===== src/rtl/imm_gen_pipe_if.sv =====
// rtl/imm_gen_pipe_if.sv - valid/ready bus between fetch side, immediate decoder and execute side
interface imm_gen_pipe_if #(
  parameter int XLEN  = 32,
  parameter int TAG_W = 32
);
  logic             in_valid;
  logic             in_ready;
  logic [2:0]       in_imm_sel;
  logic [31:0]      in_instr;
  logic [TAG_W-1:0] in_tag;
  logic             out_valid;
  logic             out_ready;
  logic [XLEN-1:0]  out_imm;
  logic [TAG_W-1:0] out_tag;
  logic             out_err;

  modport master (
    output in_valid, in_imm_sel, in_instr, in_tag, out_ready,
    input  in_ready, out_valid, out_imm, out_tag, out_err
  );

  modport slave (
    input  in_valid, in_imm_sel, in_instr, in_tag, out_ready,
    output in_ready, out_valid, out_imm, out_tag, out_err
  );
endinterface


===== src/rtl/imm_gen_pipe.sv =====
// rtl/imm_gen_pipe.sv - RISC-V immediate decoder behind a two-entry valid/ready skid stage
module imm_gen_pipe #(
  parameter int XLEN    = 32,
  parameter int TAG_W   = 32,
  parameter bit ZIMM_EN = 1'b1
) (
  input logic         clk,
  input logic         rst,
  input logic         flush,
  imm_gen_pipe_if.slave bus
);

  if (XLEN != 32 && XLEN != 64) begin : g_bad_xlen
    $error("imm_gen_pipe: XLEN must be 32 or 64");
  end
  if (TAG_W < 1) begin : g_bad_tag_w
    $error("imm_gen_pipe: TAG_W must be at least 1");
  end

  localparam logic [2:0] SEL_I     = 3'd0;
  localparam logic [2:0] SEL_S     = 3'd1;
  localparam logic [2:0] SEL_SB    = 3'd2;
  localparam logic [2:0] SEL_UJ    = 3'd3;
  localparam logic [2:0] SEL_U     = 3'd4;
  localparam logic [2:0] SEL_Z     = 3'd5;
  localparam logic [2:0] SEL_SHAMT = 3'd6;

  logic [31:0]      instr;
  logic [31:0]      imm32;
  logic [XLEN-1:0]  dec_imm;
  logic             dec_err;
  logic             unused_opcode;

  assign instr         = bus.in_instr;
  assign unused_opcode = ^instr[6:0];

  always_comb begin
    imm32   = '0;
    dec_err = 1'b0;
    case (bus.in_imm_sel)
      SEL_I:  imm32 = {{20{instr[31]}}, instr[31:20]};
      SEL_S:  imm32 = {{20{instr[31]}}, instr[31:25], instr[11:7]};
      SEL_SB: imm32 = {{19{instr[31]}}, instr[31], instr[7], instr[30:25], instr[11:8], 1'b0};
      SEL_UJ: imm32 = {{11{instr[31]}}, instr[31], instr[19:12], instr[20], instr[30:21], 1'b0};
      SEL_U:  imm32 = {instr[31:12], 12'b0};
      default: imm32 = '0;
    endcase
    dec_imm = XLEN'($signed(imm32));
    case (bus.in_imm_sel)
      SEL_Z: begin
        if (ZIMM_EN) dec_imm = XLEN'(instr[19:15]);
        else         dec_err = 1'b1;
      end
      SEL_SHAMT: begin
        if (!ZIMM_EN)        dec_err = 1'b1;
        else if (XLEN == 64) dec_imm = XLEN'(instr[25:20]);
        else                 dec_imm = XLEN'(instr[24:20]);
      end
      3'd7:    dec_err = 1'b1;
      default: dec_err = 1'b0;
    endcase
    if (dec_err) dec_imm = '0;
  end

  logic             main_valid_q, main_valid_d;
  logic [XLEN-1:0]  main_imm_q, main_imm_d;
  logic [TAG_W-1:0] main_tag_q, main_tag_d;
  logic             main_err_q, main_err_d;
  logic             skid_valid_q, skid_valid_d;
  logic [XLEN-1:0]  skid_imm_q;
  logic [TAG_W-1:0] skid_tag_q;
  logic             skid_err_q;
  logic             in_ready_q;
  logic             in_acc;
  logic             main_free;
  logic             main_load;
  logic             main_from_skid;
  logic             skid_load;

  assign in_acc    = bus.in_valid & in_ready_q;
  assign main_free = !main_valid_q | bus.out_ready;

  // Skid only fills when main is stalled, so main never loads from input while skid holds data.
  always_comb begin
    main_valid_d   = main_valid_q;
    skid_valid_d   = skid_valid_q;
    main_load      = 1'b0;
    main_from_skid = 1'b0;
    skid_load      = 1'b0;
    if (flush) begin
      main_valid_d = 1'b0;
      skid_valid_d = 1'b0;
    end else if (main_free) begin
      if (skid_valid_q) begin
        main_load      = 1'b1;
        main_from_skid = 1'b1;
        main_valid_d   = 1'b1;
        skid_valid_d   = 1'b0;
      end else if (in_acc) begin
        main_load    = 1'b1;
        main_valid_d = 1'b1;
      end else begin
        main_valid_d = 1'b0;
      end
    end else if (in_acc) begin
      skid_load    = 1'b1;
      skid_valid_d = 1'b1;
    end
    main_imm_d = main_from_skid ? skid_imm_q : dec_imm;
    main_tag_d = main_from_skid ? skid_tag_q : bus.in_tag;
    main_err_d = main_from_skid ? skid_err_q : dec_err;
  end

  always_ff @(posedge clk or posedge rst) begin
    if (rst) begin
      main_valid_q <= 1'b0;
      main_imm_q   <= '0;
      main_tag_q   <= '0;
      main_err_q   <= 1'b0;
      skid_valid_q <= 1'b0;
      skid_imm_q   <= '0;
      skid_tag_q   <= '0;
      skid_err_q   <= 1'b0;
      in_ready_q   <= 1'b1;
    end else begin
      main_valid_q <= main_valid_d;
      skid_valid_q <= skid_valid_d;
      in_ready_q   <= !skid_valid_d;
      if (main_load) begin
        main_imm_q <= main_imm_d;
        main_tag_q <= main_tag_d;
        main_err_q <= main_err_d;
      end
      if (skid_load) begin
        skid_imm_q <= dec_imm;
        skid_tag_q <= bus.in_tag;
        skid_err_q <= dec_err;
      end
    end
  end

  assign bus.in_ready  = in_ready_q;
  assign bus.out_valid = main_valid_q;
  assign bus.out_imm   = main_imm_q;
  assign bus.out_tag   = main_tag_q;
  assign bus.out_err   = main_err_q;

endmodule


===== src/flat_wrapper.sv =====
// flat-port wrapper written by rule: the top's interface ports become plain ports
module imm_gen_pipe_flat 
#(
  parameter int XLEN    = 32,
  parameter int TAG_W   = 32,
  parameter bit ZIMM_EN = 1'b1
)
  (clk, rst, flush, bus_in_valid, bus_in_imm_sel, bus_in_instr, bus_in_tag, bus_out_ready, bus_in_ready, bus_out_valid, bus_out_imm, bus_out_tag, bus_out_err);
  imm_gen_pipe_if #(.XLEN(XLEN), .TAG_W(TAG_W)) bus_i ();
  input logic clk;
  input logic rst;
  input logic flush;
  input wire logic [$bits(bus_i.in_valid)-1:0] bus_in_valid;
  input wire logic [$bits(bus_i.in_imm_sel)-1:0] bus_in_imm_sel;
  input wire logic [$bits(bus_i.in_instr)-1:0] bus_in_instr;
  input wire logic [$bits(bus_i.in_tag)-1:0] bus_in_tag;
  input wire logic [$bits(bus_i.out_ready)-1:0] bus_out_ready;
  output wire logic [$bits(bus_i.in_ready)-1:0] bus_in_ready;
  output wire logic [$bits(bus_i.out_valid)-1:0] bus_out_valid;
  output wire logic [$bits(bus_i.out_imm)-1:0] bus_out_imm;
  output wire logic [$bits(bus_i.out_tag)-1:0] bus_out_tag;
  output wire logic [$bits(bus_i.out_err)-1:0] bus_out_err;
  assign bus_i.in_valid = bus_in_valid;
  assign bus_i.in_imm_sel = bus_in_imm_sel;
  assign bus_i.in_instr = bus_in_instr;
  assign bus_i.in_tag = bus_in_tag;
  assign bus_i.out_ready = bus_out_ready;
  assign bus_in_ready = bus_i.in_ready;
  assign bus_out_valid = bus_i.out_valid;
  assign bus_out_imm = bus_i.out_imm;
  assign bus_out_tag = bus_i.out_tag;
  assign bus_out_err = bus_i.out_err;
  imm_gen_pipe #(.XLEN(XLEN), .TAG_W(TAG_W), .ZIMM_EN(ZIMM_EN)) u_core (.clk(clk), .rst(rst), .flush(flush), .bus(bus_i));
endmodule

===== config.mk =====
export PLATFORM = sky130hd
export DESIGN_NAME = imm_gen_pipe_flat
export DESIGN_NICKNAME = d
export VERILOG_FILES = /design/src/rtl/imm_gen_pipe_if.sv /design/src/rtl/imm_gen_pipe.sv /design/src/flat_wrapper.sv
export SDC_FILE = /design/constraint.sdc
export NUM_CORES = 1
export LEC_CHECK = 0
export ABC_AREA = 1
export CAP_MARGIN = 10
export CORE_MARGIN = 2
export CORE_UTILIZATION = 54
export DETAILED_ROUTE_END_ITERATION = 7
export PLACE_DENSITY = 0.95
export SYNTH_ARGS = -nofsm -noshare
export SYNTH_HDL_FRONTEND = slang
export SYNTH_SLANG_ARGS = --single-unit

===== constraint.sdc =====
create_clock -name clk -period 11.1 [get_ports clk]
set_input_delay 3.33 -clock clk [delete_from_list [all_inputs] [get_ports clk]]
set_output_delay 3.33 -clock clk [all_outputs]
set_load 0.005 [all_outputs]

Word level (Yosys, flattened, before mapping)
Index checks and enable logic that the tools add are counted.
W data, S select, Z words.

word-level totals
  flip-flop bits (word level) = 133
  bits of input ports = 72
  output and inout bits = 67
  word-level logic and storage cells = 43

operators by class
  equality and inequality tests = 7
  multiplexer cells = 21
  bitwise gates (word level) = 2
  reductions and logical operators = 4

operator list
  operator              count
  $pmux W32 S5          1
  $mux W32              3
  $pmux W32 S2          1
  $mux W1               16
  $eq A3 B3 Y1 const B  4
  $eq A3 B2 Y1 const B  2
  $eq A3 B1 Y1 const B  1
  $logic_not A3 Y1      1
  $logic_not A1 Y1      2
  $reduce_bool A2 Y1    1
  $and A1 B1 Y1         1
  $or A1 B1 Y1          1

Longest topological paths before layout
  word-level depth = 5
  gate-level depth with buffers = 11
  depth with buffers taken out = 9

Worst setup path after synthesis
Ideal clock, no wire load.

  kind = in2reg
  start point = in bus_in_imm_sel[1]
  end point = reg u_core.main_imm_q[0] (netlist: u_core.bus.out_imm[0])
  setup time = 0.116 ns
  arrival time = 4.165 ns
  data required time = 10.984 ns
  path slack = 6.819 ns
  stages on the path = 10
  buffers on the path = 1
  path through = buf_2 nor2_1 nor2_1 nand2_1 inv_2 nand3_1 nand2_1 nand2_1 nand2_1 nand2_1

on the way
  word-level cells in the longest chain between the ends = 5
  elaborated cells on any way between the ends = 13
  those cells by class = eq/ne: 7; mux: 5; reduce/logical: 1

RTL lines
  item                                  line                 text
  start: declaration                    flat_wrapper.sv:14   input wire logic [$bits(bus_i.in_imm_sel)-1:0] bus_in_imm_sel;
  $eq A3 B3 Y1 (tied with other cells)  imm_gen_pipe.sv:40   case (bus.in_imm_sel)
  $pmux W32 S5                          imm_gen_pipe.sv:40
  $pmux W32 S2                          imm_gen_pipe.sv:49   case (bus.in_imm_sel)
  $mux W32 *                            imm_gen_pipe.sv:62   if (dec_err) dec_imm = '0;
  $mux W32 *                            imm_gen_pipe.sv:109  main_imm_d = main_from_skid ? skid_imm_q : dec_imm;
  end signal: assignment                imm_gen_pipe.sv:130  main_imm_q <= main_imm_d;
  end: declaration                      imm_gen_pipe.sv:66   logic [XLEN-1:0] main_imm_q, main_imm_d;

Every way passes the cells marked *; elsewhere a longest branch is shown, timed or not.
A chain may end at the register's enable or synchronous reset.

Final worst setup path
  start point = in bus_out_ready
  end point = reg u_core.main_imm_q[30] (netlist: u_core.bus.out_imm[30])

on the way
  word-level cells in the longest chain between the ends = 4
  elaborated cells on any way between the ends = 6
  those cells by class = mux: 5; bitwise: 1

RTL lines
  item                line                 text
  start: declaration  flat_wrapper.sv:17   input wire logic [$bits(bus_i.out_ready)-1:0] bus_out_ready;
  $or A1 B1 Y1 *      imm_gen_pipe.sv:81   assign main_free = !main_valid_q | bus.out_ready;
  $mux W1             imm_gen_pipe.sv:93   end else if (main_free) begin
  $mux W1             imm_gen_pipe.sv:90   if (flush) begin
  $mux W32            imm_gen_pipe.sv:109

Marks and branches as above.

==> flow_metrics.env <==
export IMPL_outcome="complete, no violations"
export IMPL_vias=5711
export IMPL_crit_path_top_delay_cell="inv_2"
export IMPL_preCtsSetupSlack_ns=5.165
export IMPL_synthCells=756
export IMPL_io_buffer_count=131
export IMPL_endpoint_kind="register"
export IMPL_syn_area_per_cell_um2=7.919
export IMPL_crit_top_cell="inv_2"
export IMPL_required_ns=11.48
export IMPL_vias_per_cell=5.621
export IMPL_wirelength_um=16460
export IMPL_antenna_found_initial=0
export IMPL_path_buf_inv=4
export IMPL_dieArea_um2=11950
export IMPL_nets=935
export IMPL_dp_cells=984
export IMPL_grt_max_degree=73
export IMPL_ys_types=23
export IMPL_globalRoute_totalOverflow=0
export IMPL_coreArea_um2=10840
export IMPL_clkLatencyLatePin_ns=0.51
export IMPL_yosysSeqAreaShare=0.5561
export IMPL_period_minus_slack_ns=5.569
export IMPL_io_pin_count=139
export IMPL_timing_final_ws_setup_ns=5.531
export IMPL_hold_worst_slack_ns=0.4755
export IMPL_grt_use_total=0.2885
export IMPL_placed_cell_area_um2=7291
export IMPL_drc=0
export IMPL_path_clk_slew_ns=0.06
export IMPL_gp_congestion=0.8713
export IMPL_die_y_um=109.3
export IMPL_cpPeakStageDelay_ns=0.69
export IMPL_final_common_cell="nand2_1"
export IMPL_cp_max_fo=70
export IMPL_hp_class="reg2reg"
export IMPL_cts_buffer_depth=2
export IMPL_cts_buffers=17
export IMPL_dr_pass1_iters=7
export IMPL_synth_nets=828
export IMPL_root_buffer="clkbuf_8"
export IMPL_cts_resized=0
export IMPL_drtAntennaViolNets=0
export IMPL_yosysWarnings=0
export IMPL_ys_ff_latch=133
export IMPL_worstMarginPinSlew_ns=1.187
export IMPL_rsz0062_at_grt="false"
export IMPL_finalCritPeriodShare=0.5018
export IMPL_cp_cell_sequence="clkdlybuf4s50_1 -> nor2_2 -> inv_2 -> nand3_2 -> buf_4 -> inv_2 -> a21oi_1 -> o21ai_1"
export IMPL_fin_skew_ns=0.007736
export IMPL_finalHoldViolations=0
export IMPL_postCtsSetupBuffers=0
export IMPL_start_util=0.5523
export IMPL_design_power_total_mw=1.514
export IMPL_syn_cell_area_um2=5987
export IMPL_fp_dieW_um=109.3
export IMPL_diodes=0
export IMPL_rows=38
export IMPL_report_final_slew_viol_count=0
export IMPL_fin_cells=1016
export IMPL_finalSetupViolations=0
export IMPL_cts_htree_levels=4
export IMPL_cpLargestDelayFamily="buffers and inverters"
export IMPL_area_delta_synth_final_pct=32.23
export IMPL_clock_sinks=133
export IMPL_mostFrequentLayoutCells="287 x nand2_1, 132 x dfrtp_1, 131 x clkdlybuf4s50_1"
export IMPL_drive_above_1_share=0.05822
export IMPL_timing_slew_headroom=0.2073
export IMPL_cap_violations=0
export IMPL_tns_ns=0
export IMPL_crit_type="in2reg"
export IMPL_utilization=0.7303
export IMPL_drtIter0Drc=725
export IMPL_cts_tree="yes"
export IMPL_post_route_cell_area_um2=7916
export IMPL_place_hpwl_um=9511
export IMPL_grt_pass1_wl_um=26610
export IMPL_irDropWorstVdd_mv=0.08916
export IMPL_p_leak_nw=3.812
export IMPL_critPathArrivalTime_ns=5.95
export IMPL_start_kind="input pin"
export IMPL_p_per_area_nw_per_um2=191.2
export IMPL_wl_per_cell_um=16.20
export IMPL_grt_pass1_vias=5351
export IMPL_clock_fmax_ghz=0.1796
export IMPL_hold_buffers=0
==> Yosys cell counts (all sizes together) <==
master,n,area (um^2)
nor2,82,315.3
inv,23,86.33
nand3,21,110.1
dfstp,1,26.28
buf,24,133.9
o211ai,2,15.01
o21ai,134,674.4
nand2,288,1084
clkbuf,23,86.33
dfrtp,132,3303
a21oi,11,58.81
nand4,7,43.79
a31oi,8,50.05
==> registers in the layout, summed over array words and instances (netlist names) <==
| signal | count |
|---|---|
| u_core.skid_valid_q | 1 |
| u_core.bus.out_valid | 1 |
| u_core.bus.in_ready | 1 |
| u_core.skid_err_q | 1 |
| u_core.skid_imm_q | 32 |
| u_core.skid_tag_q | 32 |
| u_core.bus.out_tag | 32 |
| u_core.bus.out_imm | 32 |
| u_core.bus.out_err | 1 |
==> report_power, final <==
group,leakage (nW),switching (mW),internal [mW]
sequential,1.69,0.0576,0.587
clock,0.303,0.217,0.374
combinational,1.82,0.134,0.145
total,3.81,0.408,1.11
==> per-layer routing <==
metal	vias up	global-route usage	part of all wire
met3	49	0.08180	0.097
met2	327	0.4720	0.48
met1	2686	0.3719	0.40
met4	0	0.09765	0.026
li1	2649	-	-
met5	-	0	0
==> worst register-to-register path, stage by stage (launching register included) <==
cell	delay, ns
dfrtp_1	0.34
inv_1	0.05
nor2_2	0.14
inv_2	0.07
nand3_2	0.07
buf_4	0.63
inv_2	0.72
a21oi_1	0.41
o21ai_1	0.12
==> layout make-up <==
type                       instances  area [um^2]
sequential                       133         3329
fill                             785         2924
multi-input combinational        553         2356
timing repair buffer             135         1341
clock buffer                      18        427.9
clock inverter                    14        197.7
tap                              140        175.2
inverter                          23        88.84
==> logic make-up (layout without fill, tap and decap cells) <==
family                 count (synthesis)  count (layout)  synth area share
and+or+nand+nor                      398             398            0.2594
AOI/OAI and AO/OA                    155             155            0.1333
DFF                                  133             133            0.5561
buffers and inverters                 70             190           0.05120
==> path summary, 6_finish.rpt <==
path / startpoint / endpoint / slack, ns / cells after the start
worst max-delay path: bus_out_ready / u_core.bus.out_imm[30] / 5.53 / 8
worst min-delay path: u_core.skid_imm_q[9] / u_core.skid_imm_q[9] / 0.48 / 2
worst max register to register: u_core.bus.out_valid / u_core.bus.out_imm[30] / 8.43 / 8
worst min register to register: u_core.skid_imm_q[9] / u_core.skid_imm_q[9] / 0.48 / 2
max in group asynchronous: rst / u_core.skid_imm_q[13] / 6.42 / 3
min in group asynchronous: rst / u_core.bus.out_tag[11] / 3.32 / 2
Power figures use the tool's default switching activity.
